## config.mk

```make
export PLATFORM = sky130hd
export DESIGN_NAME = bus_rr_arbiter4
export DESIGN_NICKNAME = d
export VERILOG_FILES = /design/src/rtl/bus_rr_arbiter4_pkg.sv /design/src/rtl/bus_rr_arbiter4_rr_pick4.sv /design/src/rtl/busmux4x4.sv /design/src/rtl/bus_rr_arbiter4.sv
export SDC_FILE = /design/constraint.sdc
export NUM_CORES = 1
export LEC_CHECK = 0
export BUFFER_PORTS_ARGS = -buffer_cell sky130_fd_sc_hd__buf_4
export CAP_MARGIN = 20
export CORE_AREA = 2 2 60 62
export CTS_CLUSTER_DIAMETER = 100
export DETAILED_ROUTE_END_ITERATION = 12
export DIE_AREA = 0 0 62 64
export PLACE_DENSITY = 0.67
export SETUP_SLACK_MARGIN = 0.1
export SYNTH_ARGS = -nofsm -noshare
export SYNTH_HDL_FRONTEND = slang
export SYNTH_SLANG_ARGS = --single-unit
```

## constraint.sdc

```tcl
create_clock -name clk -period 3 [get_ports clk]
set_clock_uncertainty 0.1 [all_clocks]
set_input_delay 0.6 -clock clk [delete_from_list [all_inputs] [get_ports clk]]
set_output_delay 0.6 -clock clk [all_outputs]
set_load 0.01 [all_outputs]
```

## src/rtl/bus_rr_arbiter4_pkg.sv

```systemverilog
// Shared lane geometry and FSM state type for the round-robin lane arbiter.
package bus_rr_arbiter4_pkg;

    localparam int unsigned LANE_W = 4;
    localparam int unsigned LANES  = 4;

    typedef enum logic [0:0] {
        StIdle,
        StGrant
    } arb_state_e;

endpackage

```

## src/rtl/bus_rr_arbiter4_rr_pick4.sv

```systemverilog
// Round-robin winner selection: scan upward from last+1 with wrap.
module bus_rr_arbiter4_rr_pick4
    import bus_rr_arbiter4_pkg::*;
(
    input  logic [LANES-1:0] req,
    input  logic [1:0]       last,
    output logic [LANES-1:0] win_oh,
    output logic [1:0]       win_idx
);

    logic       found;
    logic [1:0] cand;

    // First requesting lane after the previous winner; 2-bit add wraps naturally.
    always_comb begin
        win_oh  = '0;
        win_idx = 2'd0;
        found   = 1'b0;
        cand    = 2'd0;
        for (int k = 1; k <= 4; k++) begin
            cand = last + 2'(k);
            if (!found && req[cand]) begin
                found   = 1'b1;
                win_idx = cand;
                win_oh  = 4'b0001 << cand;
            end
        end
    end

endmodule

```

## src/rtl/busmux4x4.sv

```systemverilog
// Four-lane, 4-bit one-hot lane mux. A zero select yields a zero nibble.
module busmux4x4
    import bus_rr_arbiter4_pkg::*;
(
    input  logic [LANES-1:0]        sel,
    input  logic [LANES*LANE_W-1:0] lane_data,
    output logic [LANE_W-1:0]       mux_out
);

    // AND-OR reduction over the one-hot select.
    always_comb begin
        mux_out = '0;
        for (int i = 0; i < int'(LANES); i++) begin
            if (sel[i]) begin
                mux_out = mux_out | lane_data[i*LANE_W +: LANE_W];
            end
        end
    end

endmodule

```

## src/rtl/bus_rr_arbiter4.sv

```systemverilog
// Round-robin arbiter with bounded bursts feeding a registered valid/ready output.
module bus_rr_arbiter4
    import bus_rr_arbiter4_pkg::*;
#(
    parameter int unsigned MAX_BURST = 4
) (
    input  logic                    clk,
    input  logic                    rst,
    input  logic [LANES-1:0]        req,
    input  logic [LANES*LANE_W-1:0] lane_data,
    input  logic                    out_ready,
    output logic [LANES-1:0]        sel,
    output logic [LANES-1:0]        grant,
    output logic [LANE_W-1:0]       data_out,
    output logic [1:0]              data_src,
    output logic                    data_valid,
    output logic                    busy
);

    arb_state_e          state_q, state_d;
    logic [LANES-1:0]    sel_q, sel_d;
    logic [1:0]          win_idx_q, win_idx_d;
    logic [1:0]          last_q, last_d;
    logic [3:0]          beat_cnt_q, beat_cnt_d;
    logic [LANE_W-1:0]   data_out_q, data_out_d;
    logic [1:0]          data_src_q, data_src_d;
    logic                data_valid_q, data_valid_d;

    logic [LANES-1:0]    pick_oh;
    logic [1:0]          pick_idx;
    logic [LANE_W-1:0]   mux_out;
    logic                capture;
    logic                burst_done;

    bus_rr_arbiter4_rr_pick4 u_pick (
        .req     (req),
        .last    (last_q),
        .win_oh  (pick_oh),
        .win_idx (pick_idx)
    );

    busmux4x4 u_mux (
        .sel       (sel_q),
        .lane_data (lane_data),
        .mux_out   (mux_out)
    );

    // A beat is taken only while the winner still requests and the output slot is free.
    assign capture    = (state_q == StGrant) && req[win_idx_q] && (!data_valid_q || out_ready);
    assign burst_done = capture && (beat_cnt_q == 4'(MAX_BURST - 1));

    // State register.
    always_ff @(posedge clk) begin
        if (rst) begin
            state_q <= StIdle;
        end else begin
            state_q <= state_d;
        end
    end

    // Next-state: arbitrate in idle, leave grant on request drop or full burst.
    always_comb begin
        state_d = state_q;
        case (state_q)
            StIdle: begin
                if (|req) begin
                    state_d = StGrant;
                end
            end
            StGrant: begin
                if (!req[win_idx_q] || burst_done) begin
                    state_d = StIdle;
                end
            end
            default: state_d = StIdle;
        endcase
    end

    // Datapath next values: grant bookkeeping, beat counter and output slot.
    always_comb begin
        sel_d        = sel_q;
        win_idx_d    = win_idx_q;
        last_d       = last_q;
        beat_cnt_d   = beat_cnt_q;
        data_out_d   = data_out_q;
        data_src_d   = data_src_q;
        data_valid_d = data_valid_q;

        if ((state_q == StIdle) && (|req)) begin
            sel_d      = pick_oh;
            win_idx_d  = pick_idx;
            last_d     = pick_idx;
            beat_cnt_d = 4'd0;
        end else if ((state_q == StGrant) && (state_d == StIdle)) begin
            sel_d = '0;
        end

        if (capture) begin
            beat_cnt_d   = beat_cnt_q + 4'd1;
            data_out_d   = mux_out;
            data_src_d   = win_idx_q;
            data_valid_d = 1'b1;
        end else if (out_ready) begin
            data_valid_d = 1'b0;
        end
    end

    // Datapath registers; reset also drops any beat still waiting downstream.
    always_ff @(posedge clk) begin
        if (rst) begin
            sel_q        <= '0;
            win_idx_q    <= 2'd0;
            last_q       <= 2'd3;
            beat_cnt_q   <= 4'd0;
            data_out_q   <= '0;
            data_src_q   <= 2'd0;
            data_valid_q <= 1'b0;
        end else begin
            sel_q        <= sel_d;
            win_idx_q    <= win_idx_d;
            last_q       <= last_d;
            beat_cnt_q   <= beat_cnt_d;
            data_out_q   <= data_out_d;
            data_src_q   <= data_src_d;
            data_valid_q <= data_valid_d;
        end
    end

    // Outputs are straight from registers.
    always_comb begin
        sel        = sel_q;
        grant      = sel_q;
        busy       = (state_q == StGrant);
        data_out   = data_out_q;
        data_src   = data_src_q;
        data_valid = data_valid_q;
    end

endmodule
```

==> impl_metrics.ini <==
[status]
status = complete, no violations

[timing]
final-hold-violation-count = 0
slew_headroom = 0.650
grt_setup_unrepaired = no
totalNegativeSetupSlack_ns = 0
post-route-min-period_ns = 2.57
fmax_mhz = 389
final-setup-viol-count = 0
finalHoldWorstSlack_ns = 0.399
timing_worst_slew_pin_value_ns = 0.525
post_route_clock_period_utilization = 0.856
slew_violations = 0

[floorplanning]
floorplan.die.width_um = 62
ioPinCount = 39
core_um2 = 3280
start_util = 0.395
die_height_um = 64
rows = 21
dieArea_um2 = 3970

[placement]
io_buffers = 38
dp_cells = 215
placed_inst_area_um2 = 1580
detailed_place_hpwl_um = 2380
gp_routability_congestion = 1.03

[pwr]
power-per-cell-area_nw_per_um2 = 619
standby_leakage_power_nw = 0.668
worst_ir_drop_vdd_uv = 273

[finish]
final_core_utilization = 0.493
antenna_cells_inserted = 0
post_route_cells_drive_above_1_share = 0.324
finalInstanceArea_um2 = 1620
instances_no_fill = 219
area.growth.synth_to_final_pct = 24.8
finalNetCount = 206

[setup_path]
timing.setup.critical_path_class = reg2reg
cp_data_required_time_ns = 3.11
arrival_ns = 2.68
cp-end-kind = flip-flop
crit_path_start_kind = flip-flop
worstPathMaxFanout = 8

[global_route]
first_global_vias = 1140
grt_remaining_overflow = 0
grt_first_pass_wirelength_um = 5220
grt_antenna_before_repair = 0
maximum_number_of_pins_on_one_net_before_global_route_repair = 19
global_route.usage.total = 0.173

[logic_synthesis]
syn_nets = 172
area_share_of_the_largest_cell_type_after_synthesis = 0.308
mean_area_per_synthesized_cell_um2 = 9.28
yosys-top-cells-area = sky130_fd_sc_hd__dfxtp_1 (31%), sky130_fd_sc_hd__ha_1 (8.7%), sky130_fd_sc_hd__mux4_2 (6.9%), sky130_fd_sc_hd__a22oi_1 (4.6%), sky130_fd_sc_hd__nor2_1 (4.6%)
syn_area_um2 = 1300
synth_top_cell_by_area = sky130_fd_sc_hd__dfxtp_1
async_reset_ff_frac = 0
number_of_enable_flip_flop_cells_after_synthesis = 0
synthCells = 140
ys_top_cells_by_count = sky130_fd_sc_hd__dfxtp_1 (20), sky130_fd_sc_hd__nor2_1 (16), sky130_fd_sc_hd__a21oi_1 (10)
yosys_register_bits = 20
netlist-cell-type-count = 40
synth_top_flop_cell = sky130_fd_sc_hd__dfxtp_1
seq_area_frac_synth = 0.308
ys.warnings.count = 0
count_leader_synth = sky130_fd_sc_hd__dfxtp_1

[cts]
clkSinkCount = 20
ctsHtreeMaxLevel = 1
clock_path_buffers = 2
cts_setup_buffers = 0
cts.root.buffer_cell = sky130_fd_sc_hd__clkbuf_4
clk_pin_slew_ns = 0.12
numCtsBuffers = 3
cts_repair_resize_count = 0
tritoncts = done
clkLatencyLatePin_ns = 0.31
cts-hold-fix-buffers = 0

[worst_hold_path]
worst_hold_path_type = reg2reg

[detailed_routing]
wire_per_inst_um = 14.4
final_antenna_net_count = 0
detailedRoute.firstPassIterationCount = 4
routed_wire_length_um = 3150
post-route-drc-count = 0
total_number_of_vias = 1210
detail_route.iter0.violations = 79
routed_via_density = 5.53

[job]
drv_cap = 0
-- sequential cells by signal (all words and copies together), names as in the netlist --
signal / count
data_src: 2
win_idx_q: 2
beat_cnt_q: 4
data_out: 4
grant: 4
data_valid: 1
busy: 1
last_q: 2
-- through the flow --
stage / setup WS (ns) / total power, W
CTS: 0.418 / 0.00101
floorplan: 0.320 / 0.000717
finish: 0.431 / 0.00100
global placement: 0.522 / 0.000834
global route: 0.225 / 0.00108
detailed placement: 0.428 / 0.000843
-- critical path, stage by stage, from the launching register on --
cell and delay [ns]:
sky130_fd_sc_hd__dfxtp_1 0.35, sky130_fd_sc_hd__inv_1 0.11, sky130_fd_sc_hd__ha_1 0.40, sky130_fd_sc_hd__mux4_2 0.61, sky130_fd_sc_hd__or2_1 0.33, sky130_fd_sc_hd__o21ai_0 0.25
sky130_fd_sc_hd__nor2_1 0.07, sky130_fd_sc_hd__a211o_1 0.27
-- placed cells by master (no fill, tap or decap), types with 5 or more instances in the layout --
cell type	instances
sky130_fd_sc_hd__nor2_1	16
sky130_fd_sc_hd__o21ai_0	6
sky130_fd_sc_hd__dfxtp_1	20
sky130_fd_sc_hd__nand2_1	7
sky130_fd_sc_hd__mux2i_1	5
sky130_fd_sc_hd__ha_1	9
sky130_fd_sc_hd__a311oi_1	6
sky130_fd_sc_hd__a22oi_1	8
sky130_fd_sc_hd__a21oi_1	10
sky130_fd_sc_hd__buf_4	40
-- per-layer routing --
| layer | up-vias | part of all wire | track usage |
|---|---|---|---|
| li1 | 590 | - | - |
| met1 | 572 | 0.43 | 0.238 |
| met2 | 42 | 0.50 | 0.255 |
| met3 | 6 | 0.053 | 0.0344 |
| met4 | 0 | 0.019 | 0.0798 |
| met5 | - | 0 | 0 |
-- where the power goes --
part | internal [W] | switching, W | total (W) | leakage [nW]
combinational | 0.000241 | 0.000252 | 0.000493 | 0.484
sequential | 0.000306 | 0.0000447 | 0.000351 | 0.164
clock | 0.0000741 | 0.0000850 | 0.000159 | 0.0210
total | 0.000621 | 0.000382 | 0.00100 | 0.668
-- logic make-up (layout without fill, tap and decap cells) --
| logic type | count (synthesis) | in the layout | share of synthesized area |
|---|---|---|---|
| xor+xnor | 1 | 1 | 0.00674 |
| compound gates | 44 | 44 | 0.242 |
| flops | 20 | 20 | 0.308 |
| simple gates | 43 | 43 | 0.167 |
| fa+ha+maj | 9 | 9 | 0.0867 |
| mux | 10 | 10 | 0.128 |
| buf+inv | 13 | 46 | 0.0617 |
-- final cells by class --
cell class / instances / area [um2]
fill: 303 / 1660
multi-input combinational: 107 / 818
sequential: 20 / 400
timing repair buffer: 40 / 300
tap: 46 / 57.6
clock buffer: 4 / 36.3
inverter: 2 / 7.51
-- final timing paths --
check | from | end | slack [ns] | cells past startpoint
setup reg to reg | last_q[0] | last_q[1] | 0.43 | 7
setup / recovery | last_q[0] | last_q[1] | 0.43 | 7
hold reg to reg | beat_cnt_q[3] | beat_cnt_q[3] | 0.40 | 2
hold / removal | beat_cnt_q[3] | beat_cnt_q[3] | 0.40 | 2
(Power assumes the default switching activity.)
